**src/rtl/softusb_timerx.sv**
```systemverilog
// Multi-channel timer/counter on the navre I/O bus: shared 15-bit prescaler plus CHANNELS preloadable counters.
// Define SOFTUSB_TIMERX_SHADOW_EN to latch val[WIDTH-1:8] on a VAL_LO read so that VAL_HI reads are coherent.
module softusb_timerx_chan #(
  parameter int WIDTH = 16
) (
  input  logic       clk_i,
  input  logic       rst_ni,
  input  logic [3:0] taps_i,
  input  logic       we_i,
  input  logic       re_i,
  input  logic [2:0] off_i,
  input  logic [7:0] di_i,
  input  logic       ack_i,
  output logic [7:0] rd_o,
  output logic       pend_o
);
  localparam logic [2:0] OFF_CTRL = 3'd0, OFF_VLO = 3'd1, OFF_VHI = 3'd2,
                         OFF_TLO  = 3'd3, OFF_THI = 3'd4, OFF_STAT = 3'd5;
  // Narrow counters have no VAL_HI, so the VAL_LO write commits directly.
  localparam logic [2:0] OFF_COMMIT = (WIDTH == 8) ? OFF_VLO : OFF_VHI;

  logic [WIDTH-1:0] val_q, val_d, top_q, top_d;
  logic [7:0]       stg_q, stg_d;
  logic [1:0]       sel_q, sel_d;
  logic             en_q, en_d, ien_q, ien_d, ar_q, ar_d, pend_q, pend_d;
  logic [15:0]      val16, top16, cval16, topw;
  logic [7:0]       hi;
  logic             tick, match, commit;

  assign val16  = 16'(val_q);
  assign top16  = 16'(top_q);
  assign cval16 = (WIDTH == 8) ? {8'h00, di_i} : {di_i, stg_q};
  assign tick   = en_q & taps_i[sel_q];
  assign match  = tick && (val_q == top_q);
  assign commit = we_i && (off_i == OFF_COMMIT);

  always_comb begin
    en_d   = en_q;
    ien_d  = ien_q;
    ar_d   = ar_q;
    sel_d  = sel_q;
    stg_d  = stg_q;
    val_d  = val_q;
    pend_d = pend_q;
    topw   = top16;
    if (match && !ar_q) en_d = 1'b0;
    // A CTRL write lands after the one-shot disable so software wins.
    if (we_i && off_i == OFF_CTRL) begin
      en_d  = di_i[0];
      ien_d = di_i[1];
      ar_d  = di_i[2];
      sel_d = di_i[5:4];
    end
    if (we_i && off_i == OFF_VLO) stg_d = di_i;
    if (commit)    val_d = cval16[WIDTH-1:0];
    else if (tick) val_d = match ? (ar_q ? '0 : val_q) : val_q + WIDTH'(1);
    if (we_i && off_i == OFF_TLO) topw[7:0]  = di_i;
    if (we_i && off_i == OFF_THI) topw[15:8] = di_i;
    top_d = topw[WIDTH-1:0];
    // Set after clear: a match coinciding with an ack is never lost.
    if (ack_i || (we_i && off_i == OFF_STAT && di_i[0])) pend_d = 1'b0;
    if (match && ien_q) pend_d = 1'b1;
  end

  always_ff @(posedge clk_i or negedge rst_ni) begin
    if (!rst_ni) begin
      val_q  <= '0;
      top_q  <= '0;
      stg_q  <= '0;
      sel_q  <= '0;
      en_q   <= 1'b0;
      ien_q  <= 1'b0;
      ar_q   <= 1'b0;
      pend_q <= 1'b0;
    end else begin
      val_q  <= val_d;
      top_q  <= top_d;
      stg_q  <= stg_d;
      sel_q  <= sel_d;
      en_q   <= en_d;
      ien_q  <= ien_d;
      ar_q   <= ar_d;
      pend_q <= pend_d;
    end
  end

`ifdef SOFTUSB_TIMERX_SHADOW_EN
  logic [7:0] shd_q;
  always_ff @(posedge clk_i or negedge rst_ni) begin
    if (!rst_ni)                       shd_q <= '0;
    else if (re_i && off_i == OFF_VLO) shd_q <= val16[15:8];
  end
  assign hi = shd_q;
`else
  assign hi = val16[15:8];
`endif

  always_comb begin
    rd_o = 8'h00;
    if (re_i) begin
      case (off_i)
        OFF_CTRL: rd_o = {2'b00, sel_q, 1'b0, ar_q, ien_q, en_q};
        OFF_VLO:  rd_o = val16[7:0];
        OFF_VHI:  rd_o = hi;
        OFF_TLO:  rd_o = top16[7:0];
        OFF_THI:  rd_o = top16[15:8];
        OFF_STAT: rd_o = {6'b000000, en_q, pend_q};
        default:  rd_o = 8'h00;
      endcase
    end
  end

  assign pend_o = pend_q;
endmodule

module softusb_timerx #(
  parameter int          CHANNELS = 4,
  parameter int          WIDTH    = 16,
  parameter logic [5:0]  BASE     = 6'h20
) (
  input  logic                usb_clk,
  input  logic                usb_rst_n,
  input  logic                io_re,
  input  logic                io_we,
  input  logic [5:0]          io_a,
  input  logic [7:0]          io_di,
  output logic [7:0]          io_do,
  output logic [CHANNELS-1:0] irq,
  input  logic [CHANNELS-1:0] irq_ack
);
  logic [14:0]                pre_q;
  logic [3:0]                 taps;
  logic [6:0]                 rel;
  logic [2:0]                 ch;
  logic                       hit;
  logic [CHANNELS-1:0]        sel;
  logic [CHANNELS-1:0][7:0]   rd;
  logic [7:0]                 io_do_q, io_do_d;

  always_ff @(posedge usb_clk or negedge usb_rst_n) begin
    if (!usb_rst_n) pre_q <= '0;
    else            pre_q <= pre_q + 15'd1;
  end

  assign taps = {pre_q == '0, pre_q[10:0] == 11'd0, pre_q[6:0] == 7'd0, 1'b1};
  // Borrow in rel[6] marks addresses below BASE.
  assign rel  = {1'b0, io_a} - {1'b0, BASE};
  assign ch   = rel[5:3];
  assign hit  = !rel[6] && (int'(ch) < CHANNELS);

  for (genvar c = 0; c < CHANNELS; c++) begin : g_ch
    assign sel[c] = hit && (int'(ch) == c);
    softusb_timerx_chan #(.WIDTH(WIDTH)) u_ch (
      .clk_i  (usb_clk),
      .rst_ni (usb_rst_n),
      .taps_i (taps),
      .we_i   (io_we & sel[c]),
      .re_i   (io_re & sel[c]),
      .off_i  (rel[2:0]),
      .di_i   (io_di),
      .ack_i  (irq_ack[c]),
      .rd_o   (rd[c]),
      .pend_o (irq[c])
    );
  end

  always_comb begin
    io_do_d = 8'h00;
    for (int c = 0; c < CHANNELS; c++) io_do_d = io_do_d | rd[c];
  end

  always_ff @(posedge usb_clk or negedge usb_rst_n) begin
    if (!usb_rst_n) io_do_q <= '0;
    else            io_do_q <= io_do_d;
  end

  assign io_do = io_do_q;
endmodule

```
**config.mk**
```make
export PLATFORM = sky130hd
export DESIGN_NAME = softusb_timerx
export DESIGN_NICKNAME = d
export VERILOG_FILES = /design/src/rtl/softusb_timerx.sv
export SDC_FILE = /design/constraint.sdc
export NUM_CORES = 1
export LEC_CHECK = 0
export CAP_MARGIN = 20
export CORE_UTILIZATION = 60
export DETAILED_ROUTE_END_ITERATION = 8
export DONT_BUFFER_PORTS = 1
export GPL_TIMING_DRIVEN = 0
export PLACE_DENSITY = 0.76
export SLEW_MARGIN = 20
export SYNTH_ARGS = -nofsm -noshare
export SYNTH_HDL_FRONTEND = slang
export SYNTH_SLANG_ARGS = --single-unit
```
**constraint.sdc**
```tcl
create_clock -name usb_clk -period 3.9 [get_ports usb_clk]
set_clock_uncertainty 0.15 [all_clocks]
set_input_delay 0.78 -clock usb_clk [delete_from_list [all_inputs] [get_ports usb_clk]]
set_output_delay 0.78 -clock usb_clk [all_outputs]
set_load 0.01 [all_outputs]
```
==> results of run 1 <==
[kinds of logic after synthesis]
kind of cell / after synthesis / share of synthesized area, %
buf+inv: 105 / 3.73
xor+xnor: 81 / 5.97
mux: 163 / 16.1
fa+ha+maj: 6 / 0.632
simple gates: 363 / 15.7
flops: 207 / 43.6
compound gates: 239 / 14.3
[sequential cells by signal, indices dropped and copies added (netlist names)]
name	count
g_ch.u_ch.top16	64
g_ch.u_ch.val16	64
g_ch.u_ch.stg_q	32
pre_q	15
g_ch.u_ch.sel_q	8
io_do	8
g_ch.u_ch.ar_q	4
g_ch.u_ch.en_q	4
g_ch.u_ch.ien_q	4
g_ch.u_ch.pend_o	4
[worst max-delay path by stage]
stage	slack, ns	to	depth (start not counted)
5_1_grt	0.60	g_ch[1].u_ch.val16[1]	9
2_1_floorplan	1.36	g_ch[2].u_ch.top16[0]	6
4_1_cts	0.88	g_ch[1].u_ch.val16[1]	9
6_report	0.79	g_ch[1].u_ch.val16[1]	7
3_5_place_dp	0.54	io_do[4]	8
3_3_place_gp	0.55	io_do[4]	8
[cells in the mapped netlist (3+ instances only)]
cell type    n
nor2_1      64
a32o_1       4
o2111ai_1    4
o21ai_1      4
or2_2        3
nand2b_1     6
and3_1      23
o311ai_1    21
ha_1         6
mux2_2     123
o21ai_0     28
buf_4        5
or3b_1       5
xnor2_1     11
a221o_1     12
nor4_1      19
nand4_1     18
or3_1        5
o21bai_1     3
nand3_1     53
inv_1       28
a31oi_1      7
nor3b_1      4
buf_1        5
buf_2       24
mux2i_1     29
o31ai_1      3
nand3b_1     4
nor3_1      10
o22ai_1     16
and2_1       6
o211ai_1    35
mux4_2      10
nor2b_1     17
dfrtp_1    207
a221oi_1     4
clkbuf_1    42
xor2_1      70
a21oi_1     37
o2bb2ai_1    3
or4_1        9
nand2_1    103
a22oi_1     44
[final cells by class]
type	instances	area (µm²)	share of cell area [%]
Clock buffer	32	669	5.17
Buffer	76	334	2.58
Inverter	29	109	0.840
Clock inverter	8	68.8	0.531
Multi-Input combinational cell	852	6260	48.3
Tap cell	265	332	2.56
Sequential cell	207	5180	40.0
[per-layer routing]
layer	wire length (µm)	track usage (%)	vias to the layer above
met4	1670	16.3	0
li1	-	-	4381
met1	14500	49.4	4961
met3	3540	7.98	121
met5	0	0	-
met2	16000	55.1	579
[power groups by stage]
stage	Clock, mW	Sequential [mW]	Combinational [mW]
2_1_floorplan	0	2.79	1.12
3_3_place_gp	0	2.94	1.38
3_5_place_dp	0	2.95	1.42
4_1_cts	2.17	2.92	1.43
5_1_grt	2.24	2.97	1.59
6_report	2.14	2.95	1.45
[stage by stage]
| step | util, % | total power, mW | cells | hold slack, ns | cell area, µm² |
|---|---|---|---|---|---|
| floorplan | - | 3.92 | 1164 | 0.296 | 11900 |
| finish | 66.5 | 6.54 | 1469 | -0.188 | 13000 |
| CTS | 66.5 | 6.51 | 1469 | -0.194 | 13000 |
| global route | 66.5 | 6.80 | 1469 | -0.199 | 13000 |
| detailed placement | 62.8 | 4.38 | 1429 | 0.322 | 12200 |
| global placement | 62.8 | 4.32 | 1429 | 0.307 | 12200 |
==> qor.txt, run 1 <==
status: complete, but fails checks
failing checks: negative hold slack
Area contributors post-synth: dfrtp_1 (44%), mux2_2 (12%), xor2_1 (5.2%), nand2_1 (3.3%), a22oi_1 (2.8%)
Final setup viols: 0
Die H: 143 µm
initial DRC count: 1149
DRC violation count after routing: 0
vias post-DR: 10000
largest net degree at the start of global routing: 208
r2r worst-path depth: 7
Sw Share: 32.5%
final hold slack: -0.188 ns
Critical Path, Cell by Cell: nor4_2, o21ai_0, a221o_1, clkbuf_1, o21bai_1, a221oi_1, nor2_1
fillers: 1564
clock root cell: clkbuf_16
delay-heaviest family, CP: compound AO/OA/AOI/OAI gates
Synth Net Count: 1192
Post-Synthesis Cells: 1164
Core Rows: 51
Max IR drop VDD: 482 µV
static leakage: 5.65 nW
setup_tns: 0 ns
clock buffer count from CTS: 23
Critical Path RT: 4.15 ns
Slew Viols, Final: 0
first-pass GRT wire length: 55.4 mm
synthesized area: 11900 µm²
final WL: 35.6 mm
Place WS: 0.535 ns
Initial Util: 61.0%
Clk pin slew, worst setup/hold paths: 0.06 ns
Area Growth Syn to Fin: 9.00%
Worst Hold Class: input pin to asynchronous set/reset pin
most common cell after layout, fill and taps aside: dfrtp_1
yosys warns: 0
max-cap viol count: 0
clk buf depth: 3
ys async rst share: 100%
most frequent cells in the layout: dfrtp_1 (207), mux2_2 (123), nand2_1 (103)
Synth top area share: 43.6%
Unique masters post-synth: 68
critical path type: register to register
first-pass iteration count of the detailed router: 5
Clk pwr share: 32.7%
Die X-Extent: 143 µm
max incr delay on CP: 0.86 ns
Final period util: 79.7%
worst-margin pin slew: 1.05 ns
antenna fix cells: 0
Synth Register Bits: 207
vias in the first global route: 9720
syn avg cell area: 10.2 µm²
Reg-to-Reg End: g_ch[1].u_ch.val16[1]
CTS tree: yes
final-report hold violation count: 207
CP arrival: 3.36 ns
CTS resizes: 0
largest fanout on the critical path: 10
Post-synth EDFFs: 0
IO buf count: 0
area leader, netlist: dfrtp_1
Avg Vias per Cell: 6.84
Pwr per Cell Area: 505 nW/µm²
Seq pwr share: 45.0%
# IOs: 34
WP buf/inv: 1
Max Freq: 322 MHz
Worst path slowest cell: nor4_2
die area: 20400 µm²
Main synth FF type: dfrtp_1
Int Power: 4.41 mW
clk sinks: 207
Total GRT Usage: 36.1%
DR WL/cell: 24.3 µm
FF-to-FF Start: pre_q[14]
Sw Pwr: 2.13 mW
H-Tree Depth: 1
Routability Congestion: 1.01
Post-CTS Setup Inserts: 0
register area share after synthesis: 43.6%
initial antenna violation count: 0
combinational power share: 22.2%
Worst setup SP type: register
GRT overflow: 0
ratio of cells with drive above 1 in the final layout: 17.9%
Core Area: 19500 µm²
crit path from: pre_q[14]
Final ANT Viol Nets: 0
kind of end point of the critical path: register
fin nets: 1217
post-layout min period: 3.11 ns
HPWL after detailed placement: 24.5 mm
final worst slack: 0.793 ns
reg-to-reg slack, setup: 0.79 ns
Slew Limit Headroom: 29.9%
Worst-Skew Late Latency: 0.52 ns
RSZ-0062 raised after global routing: false
Power figures use the tool's default switching activity.
==> run 2: changes to the inputs <==
==> constraint.sdc (replaced) <==
create_clock -name usb_clk -period 3 [get_ports usb_clk]
set_clock_uncertainty 0.15 [all_clocks]
set_input_delay 0.6 -clock usb_clk [delete_from_list [all_inputs] [get_ports usb_clk]]
set_output_delay 0.6 -clock usb_clk [all_outputs]
set_load 0.01 [all_outputs]
==> qor.txt, run 2 (synthesized netlist as in run 1, its figures left out) <==
status: complete, but fails checks (unchanged)
failing checks: negative hold slack (unchanged)
clock buffer count from CTS: 23 (unchanged)
GRT overflow: 0 (unchanged)
Placed Cells: 1429 (unchanged)
final WL: 35.7 mm (was 35.6 mm)
clock root cell: clkbuf_16 (unchanged)
CTS tree: yes (unchanged)
Final Instance Area: 13000 µm² (about the same)
vias post-DR: 10000 (about the same)
Total GRT Usage: 36.2% (was 36.1%)
Pwr per Cell Area: 655 nW/µm² (was 505 nW/µm²)
critical path type: input pin to register (was register to register)
Final Power: 8.51 mW (was 6.54 mW)
Slew Limit Headroom: 31.1% (was 29.9%)
Worst Hold Class: input pin to asynchronous set/reset pin (unchanged)
met1 Track Usage GR: 49.4% (unchanged)
RSZ-0062 raised after global routing: false (unchanged)
met2 Use GR: 55.2% (was 55.1%)
Storage cell area: 5180 µm² (unchanged)
worst-margin pin slew: 1.03 ns (was 1.05 ns)
CP arrival: 3.15 ns (was 3.36 ns)
Final setup viols: 0 (unchanged)
Core Rows: 51 (unchanged)
initial DRC count: 1222 (was 1149)
Slew Viols, Final: 0 (unchanged)
DR WL/cell: 24.2 µm (was 24.3 µm)
IO buf count: 0 (unchanged)
final hold slack: -0.368 ns (was -0.188 ns)
r2r worst-path depth: 8 (was 7)
Core Area: 19500 µm² (unchanged)
largest net degree at the start of global routing: 208 (unchanged)
most frequent cells in the layout: dfrtp_1 (207), mux2_2 (123), nand2_1 (102) (was dfrtp_1 (207), mux2_2 (123), nand2_1 (103))
post-layout min period: 2.85 ns
Reg-to-Reg End: g_ch[3].u_ch.val16[11] (was g_ch[1].u_ch.val16[1])
vias in the first global route: 9729 (was 9720)
Final period util: 95.2%
die area: 20400 µm² (unchanged)
Area Growth Syn to Fin: 9.37% (was 9.00%)
Die X-Extent: 143 µm (unchanged)
FF-to-FF Start: pre_q[0] (was pre_q[14])
most common cell after layout, fill and taps aside: dfrtp_1 (unchanged)
initial antenna violation count: 0 (unchanged)
fillers: 1558 (was 1564)
Max IR drop VDD: 624 µV (was 482 µV)
Max Freq: 350 MHz
setup_tns: 0 ns (unchanged)
Final ANT Viol Nets: 0 (unchanged)
clk sinks: 207 (unchanged)
first-pass GRT wire length: 55.5 mm (was 55.4 mm)
reg-to-reg slack, setup: 0.19 ns (was 0.79 ns)
met3 Use GR: 7.98% (unchanged)
Routability Congestion: 1.01 (unchanged)
Die H: 143 µm (unchanged)
DRC violation count after routing: 0 (unchanged)
HPWL after detailed placement: 24.5 mm (unchanged)
Clk pin slew, worst setup/hold paths: 0.06 ns (about the same)
H-Tree Depth: 1 (unchanged)
# IOs: 34 (unchanged)
max-cap viol count: 0 (unchanged)
Avg Vias per Cell: 6.80 (was 6.84)
Worst setup SP type: input pin (was register)
busiest grt layer: met2 (unchanged)
area of the multi-input gates: 6290 µm² (was 6260 µm²)
Initial Util: 61.0% (unchanged)
fin nets: 1219 (was 1217)
static leakage: 5.67 nW (was 5.65 nW)
Final Core Density: 66.8% (was 66.5%)
Non-Filler Instances: 1471 (was 1469)
first-pass iteration count of the detailed router: 7 (was 5)
Worst-Skew Late Latency: 0.52 ns (about the same)
largest fanout on the critical path: 10 (unchanged)
Critical Path RT: 3.29 ns (was 4.15 ns)
kind of end point of the critical path: register (unchanged)
clk buf depth: 3 (unchanged)
ratio of cells with drive above 1 in the final layout: 18.3% (was 17.9%)
antenna fix cells: 0 (unchanged)
final-report hold violation count: 207 (unchanged)
DP Area: 12200 µm² (unchanged)
==> run 2: worst max path at each step <==
stage / from / end / slack (ns) / cells after the start
2_1_floorplan: io_a[0] / g_ch[2].u_ch.top16[0] / 0.64 / 6
3_3_place_gp: io_a[1] / io_do[4] / -0.17 / 8
3_5_place_dp: io_a[1] / io_do[4] / -0.18 / 8
4_1_cts: pre_q[14] / g_ch[1].u_ch.val16[1] / 0.05 / 7
5_1_grt: g_ch[0].u_ch.val16[12] / g_ch[0].u_ch.val16[12] / 0.03 / 7
6_report: io_a[1] / io_do[4] / 0.15 / 8
==> run 2: critical path: stages <==
cell and delay, ns:
buf_2 0.15, nor2_1 0.57, and2_1 0.22, clkbuf_1 0.40, clkbuf_1 0.51, a21oi_1 0.22, o22ai_1 0.26, a221o_1 0.22
==> run 2: timing repair <==
action | 4_1_cts | 5_1_grt
buffers inserted | 0 | 2
setup endpoints to repair | 1 | 23
endpoints found under the hold margin | 207 | 207
pin swaps | 0 | 1
resized for setup | 2 | 5
==> run 2: per-stage QoR <==
stage | hold WS [ns] | worst slack, ns
3_5_place_dp | 0.163 | -0.185
4_1_cts | -0.374 | 0.0463
5_1_grt | -0.379 | 0.0330
3_3_place_gp | 0.162 | -0.172
6_report | -0.368 | 0.145
2_1_floorplan | 0.154 | 0.637
==> run 2: layout make-up <==
type	instances	share of cell area (%)
Sequential cell	207	39.9
Buffer	76	2.58
Tap cell	265	2.55
Clock inverter	8	0.530
Clock buffer	32	5.15
Timing Repair Buffer	2	0.116
Inverter	29	0.838
Multi-Input combinational cell	852	48.4
==> run 2: metal layers <==
layer / wire length (µm) / part of all wire [%] / vias up
li1: - / - / 4380
met1: 14300 / 40 / 4905
met2: 16100 / 45 / 603
met3: 3700 / 10 / 118
met4: 1620 / 4.5 / 0
met5: 0 / 0 / -
==> run 2: where the power goes <==
group / internal (mW) / total, mW / switching (mW)
registers: 3.22 / 3.83 / 0.603
clock network: 1.63 / 2.79 / 1.15
logic: 0.886 / 1.90 / 1.01
total: 5.74 / 8.51 / 2.77
